### config.mk
export PLATFORM = sky130hd
export DESIGN_NAME = wbr_msg_sched
export DESIGN_NICKNAME = d
export VERILOG_FILES = /design/src/rtl/wbr_msg_sched_pkg.sv /design/src/rtl/wbr_msg_sched_sample_packer.sv /design/src/rtl/wbr_msg_sched.sv
export SDC_FILE = /design/constraint.sdc
export NUM_CORES = 1
export LEC_CHECK = 0
export CAP_MARGIN = 20
export CORE_AREA = 3 3 141 143
export CTS_CLUSTER_SIZE = 12
export DETAILED_ROUTE_END_ITERATION = 12
export DIE_AREA = 0 0 144 146
export GPL_TIMING_DRIVEN = 1
export HOLD_SLACK_MARGIN = 0.1
export SLEW_MARGIN = 10
export SYNTH_ARGS = -nofsm -noshare
export SYNTH_HDL_FRONTEND = slang
export SYNTH_SLANG_ARGS = --single-unit
### constraint.sdc
create_clock -name ctl_Clk -period 3.8 [get_ports ctl_Clk]
set_input_delay 0.38 -clock ctl_Clk [delete_from_list [all_inputs] [get_ports ctl_Clk]]
set_output_delay 0.38 -clock ctl_Clk [all_outputs]
set_load 0.02 [all_outputs]
### src/rtl/wbr_msg_sched_pkg.sv
// Shared constants for the wideband-receiver message scheduler: WSI command codes,
// register map, CTRL bit positions and FSM state encoding.
package wbr_msg_sched_pkg;

  localparam logic [2:0] WSI_IDLE = 3'b000;
  localparam logic [2:0] WSI_WR   = 3'b001;

  localparam logic [2:0] ADDR_CTRL      = 3'd0;
  localparam logic [2:0] ADDR_MSG_WORDS = 3'd1;
  localparam logic [2:0] ADDR_MSG_COUNT = 3'd2;
  localparam logic [2:0] ADDR_STATUS    = 3'd3;
  localparam logic [2:0] ADDR_DROPS     = 3'd4;

  localparam int CTRL_START = 0;
  localparam int CTRL_ABORT = 1;
  localparam int CTRL_CONT  = 2;

  typedef enum logic [2:0] {
    ST_IDLE  = 3'd0,
    ST_RUN   = 3'd1,
    ST_FLUSH = 3'd2,
    ST_DONE  = 3'd3
  } sched_state_e;

endpackage

### src/rtl/wbr_msg_sched_sample_packer.sv
// Pairs 16-bit samples into 32-bit words and holds the word until the chan side takes it.
// During flush it completes a pending half-word with zeros and emits zero pad words.
module wbr_msg_sched_sample_packer
  import wbr_msg_sched_pkg::*;
(
  input  logic        i_clk,
  input  logic        i_rst,
  input  logic        i_clr,
  input  logic        i_pack,
  input  logic [15:0] i_sample,
  input  logic        i_flush,
  input  logic        i_pad_pending,
  input  logic        i_last,
  input  logic        i_chan_busy,
  output logic        o_load,
  output logic        o_xfer,
  output logic        o_out_valid,
  output logic        o_out_last,
  output logic [31:0] o_out_data,
  output logic        o_half_valid
);

  logic        r_half_valid;
  logic [15:0] r_half;
  logic        r_out_valid;
  logic        r_out_last;
  logic [31:0] r_out_data;

  logic        w_out_free;
  logic        w_xfer;
  logic        w_load_pair;
  logic        w_load_pad;
  logic        w_load;
  logic [31:0] w_load_data;

  // The output register may reload in the same cycle it drains.
  assign w_out_free  = !r_out_valid || !i_chan_busy;
  assign w_xfer      = r_out_valid && !i_chan_busy;
  assign w_load_pair = i_pack && r_half_valid;
  assign w_load_pad  = i_flush && w_out_free && (r_half_valid || i_pad_pending);
  assign w_load      = w_load_pair || w_load_pad;
  assign w_load_data = w_load_pair  ? {i_sample, r_half} :
                       r_half_valid ? {16'h0000, r_half} : 32'h0000_0000;

  always_ff @(posedge i_clk) begin
    if (i_rst) begin
      r_half_valid <= 1'b0;
      r_half       <= '0;
      r_out_valid  <= 1'b0;
      r_out_last   <= 1'b0;
      r_out_data   <= '0;
    end else if (i_clr) begin
      r_half_valid <= 1'b0;
      r_out_valid  <= 1'b0;
    end else begin
      if (w_load) begin
        r_half_valid <= 1'b0;
      end else if (i_pack) begin
        r_half       <= i_sample;
        r_half_valid <= 1'b1;
      end
      if (w_load) begin
        r_out_valid <= 1'b1;
        r_out_data  <= w_load_data;
        r_out_last  <= i_last;
      end else if (w_xfer) begin
        r_out_valid <= 1'b0;
      end
    end
  end

  assign o_load       = w_load;
  assign o_xfer       = w_xfer;
  assign o_out_valid  = r_out_valid;
  assign o_out_last   = r_out_last;
  assign o_out_data   = r_out_data;
  assign o_half_valid = r_half_valid;

endmodule

### src/rtl/wbr_msg_sched.sv
// Message scheduler: frames packed sample words into fixed-length bursts for the chan port.
// Optional drop statistics are built when WBR_SCHED_STATS_EN is defined.
//
// state | meaning
// IDLE  | not scheduling; incoming samples are drained
// RUN   | packing samples and emitting message words
// FLUSH | aborting: pad current message with zeros, then IDLE
// DONE  | configured message count sent; samples drained
module wbr_msg_sched
  import wbr_msg_sched_pkg::*;
#(
  parameter int MAXLEN_W = 12,
  parameter int CNT_W    = 16
) (
  input  logic                ctl_Clk,
  input  logic                ctl_MReset,
  input  logic                cfg_we,
  input  logic [2:0]          cfg_addr,
  input  logic [31:0]         cfg_wdata,
  output logic [31:0]         cfg_rdata,
  input  logic [2:0]          dif_MCmd,
  input  logic [15:0]         dif_MData,
  output logic                dif_SThreadBusy,
  output logic [2:0]          chan_MCmd,
  output logic                chan_MReqLast,
  output logic [MAXLEN_W-1:0] chan_MBurstLength,
  output logic [31:0]         chan_MData,
  input  logic                chan_SThreadBusy,
  output logic                sched_active,
  output logic                sched_done
);

  sched_state_e        r_state;
  sched_state_e        w_state_next;

  logic [MAXLEN_W-1:0] r_msg_words;
  logic [CNT_W-1:0]    r_msg_count;
  logic [MAXLEN_W-1:0] r_len;
  logic [CNT_W-1:0]    r_count;
  logic                r_cont;
  logic [CNT_W-1:0]    r_msgs_sent;
  logic                r_cfg_err;
  logic [MAXLEN_W-1:0] r_word_cnt;
  logic                r_final_loaded;

  logic                w_ctrl_wr;
  logic                w_start;
  logic                w_abort;
  logic                w_idle_like;
  logic                w_start_ok;
  logic                w_start_err;
  logic                w_run;
  logic                w_flush;
  logic                w_dif_busy;
  logic                w_accept;
  logic                w_pack;
  logic                w_last;
  logic                w_load;
  logic                w_xfer;
  logic                w_out_valid;
  logic                w_out_last;
  logic [31:0]         w_out_data;
  logic                w_half_valid;
  logic                w_last_xfer;
  logic [CNT_W-1:0]    w_eff_count;
  logic [CNT_W-1:0]    w_sent_next;
  logic                w_done_hit;
  logic                w_final_hit;
  logic                w_boundary;
  logic                w_flush_empty;
  logic [31:0]         w_drops;
  logic                w_unused;

  assign w_unused    = ^cfg_wdata;

  assign w_ctrl_wr   = cfg_we && (cfg_addr == ADDR_CTRL);
  assign w_abort     = w_ctrl_wr && cfg_wdata[CTRL_ABORT];
  assign w_start     = w_ctrl_wr && cfg_wdata[CTRL_START] && !cfg_wdata[CTRL_ABORT];
  assign w_idle_like = (r_state == ST_IDLE) || (r_state == ST_DONE);
  assign w_start_ok  = w_start && w_idle_like && (r_msg_words != '0);
  assign w_start_err = w_start && w_idle_like && (r_msg_words == '0);
  assign w_run       = (r_state == ST_RUN);
  assign w_flush     = (r_state == ST_FLUSH);

  // Only registered state and the downstream busy feed back to the sample source.
  assign w_dif_busy  = (w_run && w_out_valid && w_half_valid && chan_SThreadBusy) || w_flush;
  assign w_accept    = (dif_MCmd == WSI_WR) && !w_dif_busy;
  // Once the final word of a bounded run is loaded, further samples are discarded.
  assign w_pack      = w_run && w_accept && !r_final_loaded;

  assign w_last      = (r_word_cnt == (r_len - MAXLEN_W'(1)));
  assign w_last_xfer = w_xfer && w_out_last;
  assign w_eff_count = (r_count == '0) ? CNT_W'(1) : r_count;
  assign w_sent_next = r_msgs_sent + CNT_W'(w_run && w_last_xfer);
  assign w_done_hit  = w_run && w_last_xfer && !r_cont &&
                       ((r_msgs_sent + CNT_W'(1)) == w_eff_count);
  assign w_final_hit = !r_cont && ((w_sent_next + CNT_W'(1)) == w_eff_count);

  assign w_flush_empty = (r_word_cnt == '0) && !w_half_valid && !w_out_valid;
  assign w_boundary    = w_flush_empty && !w_pack;

  wbr_msg_sched_sample_packer u_packer (
    .i_clk         (ctl_Clk),
    .i_rst         (ctl_MReset),
    .i_clr         (w_start_ok),
    .i_pack        (w_pack),
    .i_sample      (dif_MData),
    .i_flush       (w_flush),
    .i_pad_pending (r_word_cnt != '0),
    .i_last        (w_last),
    .i_chan_busy   (chan_SThreadBusy),
    .o_load        (w_load),
    .o_xfer        (w_xfer),
    .o_out_valid   (w_out_valid),
    .o_out_last    (w_out_last),
    .o_out_data    (w_out_data),
    .o_half_valid  (w_half_valid)
  );

  always_ff @(posedge ctl_Clk) begin
    if (ctl_MReset) r_state <= ST_IDLE;
    else            r_state <= w_state_next;
  end

  always_comb begin
    w_state_next = r_state;
    case (r_state)
      ST_IDLE, ST_DONE: if (w_start_ok) w_state_next = ST_RUN;
      ST_RUN: begin
        if (w_abort)         w_state_next = w_boundary ? ST_IDLE : ST_FLUSH;
        else if (w_done_hit) w_state_next = ST_DONE;
      end
      ST_FLUSH: if (w_flush_empty) w_state_next = ST_IDLE;
      default: w_state_next = ST_IDLE;
    endcase
  end

  always_ff @(posedge ctl_Clk) begin
    if (ctl_MReset) begin
      r_msg_words    <= MAXLEN_W'(1);
      r_msg_count    <= CNT_W'(1);
      r_len          <= '0;
      r_count        <= '0;
      r_cont         <= 1'b0;
      r_msgs_sent    <= '0;
      r_cfg_err      <= 1'b0;
      r_word_cnt     <= '0;
      r_final_loaded <= 1'b0;
    end else begin
      if (cfg_we && (cfg_addr == ADDR_MSG_WORDS)) r_msg_words <= cfg_wdata[MAXLEN_W-1:0];
      if (cfg_we && (cfg_addr == ADDR_MSG_COUNT)) r_msg_count <= cfg_wdata[CNT_W-1:0];
      if (w_start_err) r_cfg_err <= 1'b1;
      if (w_start_ok) begin
        r_len          <= r_msg_words;
        r_count        <= r_msg_count;
        r_cont         <= cfg_wdata[CTRL_CONT];
        r_msgs_sent    <= '0;
        r_cfg_err      <= 1'b0;
        r_word_cnt     <= '0;
        r_final_loaded <= 1'b0;
      end else begin
        r_msgs_sent <= w_sent_next;
        if (w_load) begin
          r_word_cnt <= w_last ? '0 : r_word_cnt + MAXLEN_W'(1);
          if (w_run && w_last && w_final_hit) r_final_loaded <= 1'b1;
        end
      end
    end
  end

`ifdef WBR_SCHED_STATS_EN
  logic [31:0] r_drops;

  always_ff @(posedge ctl_Clk) begin
    if (ctl_MReset)                         r_drops <= '0;
    else if (w_start && w_idle_like)        r_drops <= '0;
    else if (w_idle_like && (dif_MCmd == WSI_WR) && (r_drops != 32'hFFFF_FFFF))
                                            r_drops <= r_drops + 32'd1;
  end

  assign w_drops = r_drops;
`else
  assign w_drops = '0;
`endif

  always_comb begin
    cfg_rdata = '0;
    case (cfg_addr)
      ADDR_MSG_WORDS: cfg_rdata[MAXLEN_W-1:0] = r_msg_words;
      ADDR_MSG_COUNT: cfg_rdata[CNT_W-1:0]    = r_msg_count;
      ADDR_STATUS: begin
        cfg_rdata[2:0]        = r_state;
        cfg_rdata[3]          = r_cfg_err;
        cfg_rdata[16 +: CNT_W] = r_msgs_sent;
      end
      ADDR_DROPS:     cfg_rdata = w_drops;
      default:        cfg_rdata = '0;
    endcase
  end

  assign dif_SThreadBusy   = w_dif_busy;
  assign chan_MCmd         = w_out_valid ? WSI_WR : WSI_IDLE;
  assign chan_MReqLast     = w_out_valid && w_out_last;
  assign chan_MData        = w_out_data;
  assign chan_MBurstLength = r_len;
  assign sched_active      = w_run || w_flush;
  assign sched_done        = (r_state == ST_DONE);

endmodule
# Word level (Yosys, flattened, before mapping)
# Cells that the tools add are included.
[word_totals]
reg_bits = 141
input_bits = 58
output_inout_bits = 83
elab_cells = 111
[op_classes]
n_addsub = 5
eq_ne = 13
n_mux = 17
bitwise_logic = 2
reduce_logical = 59
[ops]
columns = ["cell", "count"]
rows = [
  ["$mux W16", 3],
  ["$add A16 B1 Y16 const B", 2],
  ["$eq A16 B16 Y1", 2],
  ["$mux W32", 1],
  ["$logic_and A1 B1 Y1", 30],
  ["$logic_not A12 Y1", 2],
  ["$reduce_bool A12 Y1", 2],
  ["$add A16 B1 Y16", 1],
  ["$logic_not A16 Y1", 1],
  ["$pmux W8 S2", 1],
  ["$add A12 B1 Y12 const B", 1],
  ["$eq A12 B12 Y1", 1],
  ["$eq A3 B2 Y1 const B", 4],
  ["$mux W12", 1],
  ["$mux W3", 4],
  ["$pmux W4 S3", 1],
  ["$sub A12 B1 Y12 const B", 1],
  ["$eq A3 B1 Y1 const B", 3],
  ["$pmux W3 S3", 1],
  ["$logic_not A1 Y1", 8],
  ["$logic_not A3 Y1", 2],
  ["$logic_or A1 B1 Y1", 6],
  ["$reduce_and A3 Y1", 2],
  ["$mux W4", 1],
  ["other kinds (10)", 15],
]

# Logic depth before layout (Yosys ltp)
[depth]
depth_word = 14
depth_mapped = 15
depth_no_buf = 14

# Cells and area by module
# Synthesis repeated with hierarchy kept, for this count alone.
[unflattened]
cells_unflattened = 965
area_unflattened_um2 = 7900.1
[modules_own_cells]
columns = ["module", "instances", "cells_each", "area_per_inst_um2", "seq_area_each_um2"]
rows = [
  ["wbr_msg_sched", 1, 749, 5655.4, 1781.7],
  ["wbr_msg_sched_sample_packer", 1, 216, 2244.7, 1021.0],
]

# Least setup slack after synthesis
# No wires, ideal clock.
[synth_timing]
path_kind = "register to register"
from = "register u_packer.r_out_valid (netlist: u_packer.o_out_valid)"
to = "register r_final_loaded"
setup_ps = 66
arrival_ps = 3442
t_required_ps = 3734
path_slack_ps = 292
path_stages_with_launch = 14
path_buffers = 1
period_less_slack_ps = 3508
cell_sequence = "dfxtp_1 > and2_1 > nor3b_1 > ha_1 > buf_6 > xor2_1 > ha_1 > nand4_1 > a21o_1 > or3_1 > a2111oi_2 > nand4_1 > a2111o_1 > a2bb2oi_2"
[synth_via]
word_cells_on_any_way = 23
cone_classes = "add/sub: 2; eq/ne: 1; reduce/logical: 20"
[synth_rtl]
columns = ["item", "line", "source"]
rows = [
  ["start: declaration", "wbr_msg_sched_sample_packer.sv:25", "logic r_out_valid;"],
  ["start signal: assignment", "wbr_msg_sched_sample_packer.sv:49", "r_out_valid <= 1'b0;"],
  ["start signal: assignment", "wbr_msg_sched_sample_packer.sv:54", "r_out_valid <= 1'b0;"],
  ["start signal: assignment", "wbr_msg_sched_sample_packer.sv:63", "r_out_valid <= 1'b1;"],
  ["$logic_and A1 B1 Y1", "wbr_msg_sched_sample_packer.sv:38", "assign w_xfer = r_out_valid && !i_chan_busy;"],
  ["$logic_and A1 B1 Y1", "wbr_msg_sched.sv:92", "assign w_last_xfer = w_xfer && w_out_last;"],
  ["$logic_and A1 B1 Y1", "wbr_msg_sched.sv:94", "assign w_sent_next = r_msgs_sent + CNT_W'(w_run && w_last_xfer);"],
  ["$add A16 B1 Y16", "wbr_msg_sched.sv:94", ""],
  ["net w_sent_next[1]", "wbr_msg_sched.sv:66", "logic [CNT_W-1:0] w_sent_next;"],
  ["$add A16 B1 Y16", "wbr_msg_sched.sv:97", "assign w_final_hit = !r_cont && ((w_sent_next + CNT_W'(1)) == w_eff_count);"],
  ["$eq A16 B16 Y1", "wbr_msg_sched.sv:97", ""],
  ["$logic_and A1 B1 Y1", "wbr_msg_sched.sv:97", ""],
  ["$logic_and A1 B1 Y1", "wbr_msg_sched.sv:165", "if (w_run && w_last && w_final_hit) r_final_loaded <= 1'b1;"],
  ["$reduce_and A2 Y1 (no line)", "-", ""],
  ["end signal: assignment", "wbr_msg_sched.sv:148", "r_final_loaded <= 1'b0;"],
  ["end signal: assignment", "wbr_msg_sched.sv:160", "r_final_loaded <= 1'b0;"],
  ["end signal: assignment", "wbr_msg_sched.sv:165", ""],
  ["end: declaration", "wbr_msg_sched.sv:44", "logic r_final_loaded;"],
]
# The timed path passes the listed nets, and every way through them passes these cells.
# A chain may end at the register's enable or synchronous reset.

# Worst setup path in the final report
[layout_timing]
from = "register r_state[1]"
to = "register r_final_loaded"
[layout_via]
elab_chain_len = 12
word_cells_on_any_way = 28
cone_classes = "add/sub: 2; eq/ne: 4; reduce/logical: 22"
[layout_lines]
columns = ["item", "line", "source"]
rows = [
  ["start: declaration", "wbr_msg_sched.sv:33", "sched_state_e r_state;"],
  ["start signal: assignment", "wbr_msg_sched.sv:122", "else r_state <= w_state_next;"],
  ["branches (longest 12 deep; another with $add A16 B1 Y16)", "-", ""],
]
# Parallel ways; which one is timed is not known.

==> out/results.ini <==
[yosys]
netlist_area_um2=7437
synth_top_cell_by_area=dfxtp_1
synth_top_area_share_pct=37.69
synthCells=932
ys_ff_latch=140
yosys_warnings=0
synth_top_family_by_area=simple AND/OR/NAND/NOR gates
synth_cell_types=75
synthMuxAreaShare_pct=3.432
synth-seq-area-share_pct=37.69
synth-xor-area-share_pct=9.926
synth-simple-area-share_pct=27.32
yosys-top-cells-area=dfxtp_1 (38%), nand2_1 (8.6%), xnor2_1 (5.7%)
synth_compound_area_share_pct=14.32
synth_fa_ha_area_share_pct=1.682
synth_flop_cell=dfxtp_1
synth-edff-count=0
synthArstFlopShare_pct=0
avgSynthCellArea_um2=7.980

[global_route]
grt_start_max_net_pins=81
grtUsageTotal_pct=21.06
antenna_found_initial=0
grt_overflow=0
grt_pass1_wl_um=35330
grt_pass1_vias=6566

[timing]
fmax_mhz=277.2
fin_crit_ns=3.608
setup_ws_ns=0.1925
slew_headroom_pct=46.53
finalCritPeriodShare_pct=94.93
worst_pin_slew_ns=0.8020
tns_ns=0
finalSetupViolations=0
rsz0062_at_grt=no
drv_slew=0
skew_ns=0.01763
hold_ws_ns=0.3374
hold_violations=0

[worst_hold_path]
hold_start=ctl_MReset
whs_endpoint=u_packer.r_half[12]$_SDFFE_PP0P_
whs_path_depth=2
hold_class=primary input to register

[place]
place_congestion=0.9202
detailed_place_hpwl_um=16220
place_area_um2=8962
dp_cells=1272
place_ws_ns=0.03486
port_buffers=122

[clocking]
cts_tree=done
postCtsSetupRepairBufs=0
numCtsBuffers=17
cts_resized=0
root_buffer=clkbuf_16
cts_max_level=4
clockBufferDepth=2
path_clk_slew_ns=0.07
clk_latency_ns=0.43
cts_hold_buf=0
clkSinkCount=140

[drt]
drt_iter0_drc=503
ant_nets=0
wirelength_um=21950
top_layer=met4
route.detailed.drc=0
route.met3.wl_um=1476
firstDrtPassIters=5
wl_per_cell_um=16.83
dr_wl_met2_um=9258
m1WireLength_um=10760
vias_per_cell=5.325
routed-via-count=6944

[worst_setup_path]
timing.rr.end=r_final_loaded$_SDFFE_PP0P_
slowest_stage=a2111o_1
cp_top_family=compound AO/OA/AOI/OAI gates
startpoint_type=register
ff2ff_path_depth=16
rrSetupSlack_ns=0.19
cp_common_cell=buf_4
critPathArrivalTime_ns=3.97
worst-path-buf-inv=5
worst_ep_required_time_ns=4.16
cp_max_fo=12
endpoint_kind=register
crit_chain=inv_1 -> ha_1 -> inv_1 -> nor3b_2 -> buf_4 -> ha_1 -> buf_4 -> buf_4 -> o21ai_0 -> nand4_1 -> a21o_1 -> or3_1 -> a2111oi_4 -> nand4_1 -> a2111o_1 -> a2bb2oi_2
r2r-start=r_state[1]$_SDFFE_PP0P_
crit_type=register to register
cpPeakStageDelay_ns=0.43

[die]
die_h_um=146
die_area_um2=21020
rows=50
die_x_um=144
pin_count=141
core_area_um2=18710
start_util_pct=39.76

[power_and_ir_drop]
fin_total_pwr_mw=3.282
power_density_nw_per_um2=343.2
p_leak_nw=3.583
ir_drop_v=0.0003179

[final_layout]
final_cells=1304
drive_above_1_share_pct=9.439
diodes=0
utilization_pct=51.12
final_nets=1125
layout-area-overhead-vs-synth_pct=28.58
finish.instance_area_um2=9563

[flow_run]
cap_viol_max_count=0

[run_status]
status=complete, no violations

## per-layer routing
metal  GRT usage [%]  up-vias
li1                -     3467
met1           31.42     3230
met2           29.54      216
met3           5.357       31
met4           6.544        0
met5               0        -
## cells in the mapped netlist (9+ instances only)
cell type	number
nor2_1	98
nor3_1	15
o21ai_0	14
nand4_1	22
dfxtp_1	140
ha_1	10
xnor2_1	48
a22oi_1	31
nand2_1	170
clkbuf_1	41
nand3_1	30
and2_1	27
xor2_1	29
mux2i_1	21
nor4_1	15
inv_1	16
buf_2	9
a21oi_1	82
## how the worst max path moves through the flow
stage / startpoint / slack [ns] / end / cells past startpoint
5_1_grt: r_state[1]$_SDFFE_PP0P_ / 0.01 / r_final_loaded$_SDFFE_PP0P_ / 16
3_3_place_gp: chan_SThreadBusy / 0.06 / r_final_loaded$_SDFFE_PP0P_ / 13
4_1_cts: r_state[1]$_SDFFE_PP0P_ / 0.16 / r_final_loaded$_SDFFE_PP0P_ / 15
2_1_floorplan: u_packer.o_out_valid$_SDFFE_PP0P_ / 0.29 / r_final_loaded$_SDFFE_PP0P_ / 13
3_5_place_dp: chan_SThreadBusy / 0.03 / r_final_loaded$_SDFFE_PP0P_ / 13
6_report: r_state[1]$_SDFFE_PP0P_ / 0.19 / r_final_loaded$_SDFFE_PP0P_ / 16
## cell usage in the layout, fill, tap and decap left out, types with 4 or more instances in the layout
cell type and instances:
nand3_1 30, and4_1 4, nand2_1 170, nand2b_1 4, mux2i_1 21, and2_1 27
ha_1 9, xor2_1 29, or3_1 4, o21ai_0 14, mux2_2 4, and3_1 6
buf_4 49, nor3_1 15, nor2_1 98, a21oi_1 82, nor4_1 15, o21a_1 4
nor2b_1 5, dfxtp_1 140, a22oi_1 31, nand3b_1 5, clkbuf_16 17, xnor2_1 48
nand4_1 22, inv_1 16, clkdlybuf4s50_1 121, inv_8 4
## final cells by class
type                       count  area [µm²]
clock inverter                15       155.1
timing repair buffer         170        1579
inverter                      16       60.06
tap                          234       292.8
sequential                   140        2803
clock buffer                  17       425.4
multi-input combinational    712        4248
fill                        1769        9143
## cell families after synthesis
group,Yosys count
xor+xnor,80
fa+ha+maj,10
simple gates,428
other cells,1
mux,25
compound gates,167
flops,140
buf+inv,81
## flip-flops by register name (all words and copies together), names as in the netlist
name,count
r_final_loaded,1
u_packer.o_out_data,32
chan_MBurstLength,12
r_count,16
r_word_cnt,12
r_cfg_err,1
r_msg_words,12
u_packer.o_half_valid,1
r_msgs_sent,16
r_msg_count,16
u_packer.o_out_last,1
u_packer.o_out_valid,1
r_state,2
r_cont,1
u_packer.r_half,16
## power breakdown
group / switching (mW) / leakage [nW] / total [mW] / internal, mW
logic: 0.0817 / 2.18 / 0.144 / 0.0625
clock network: 0.729 / 0.278 / 1.65 / 0.925
registers: 0.00858 / 1.13 / 1.48 / 1.47
No activity file was read; power rests on OpenSTA's default activity.
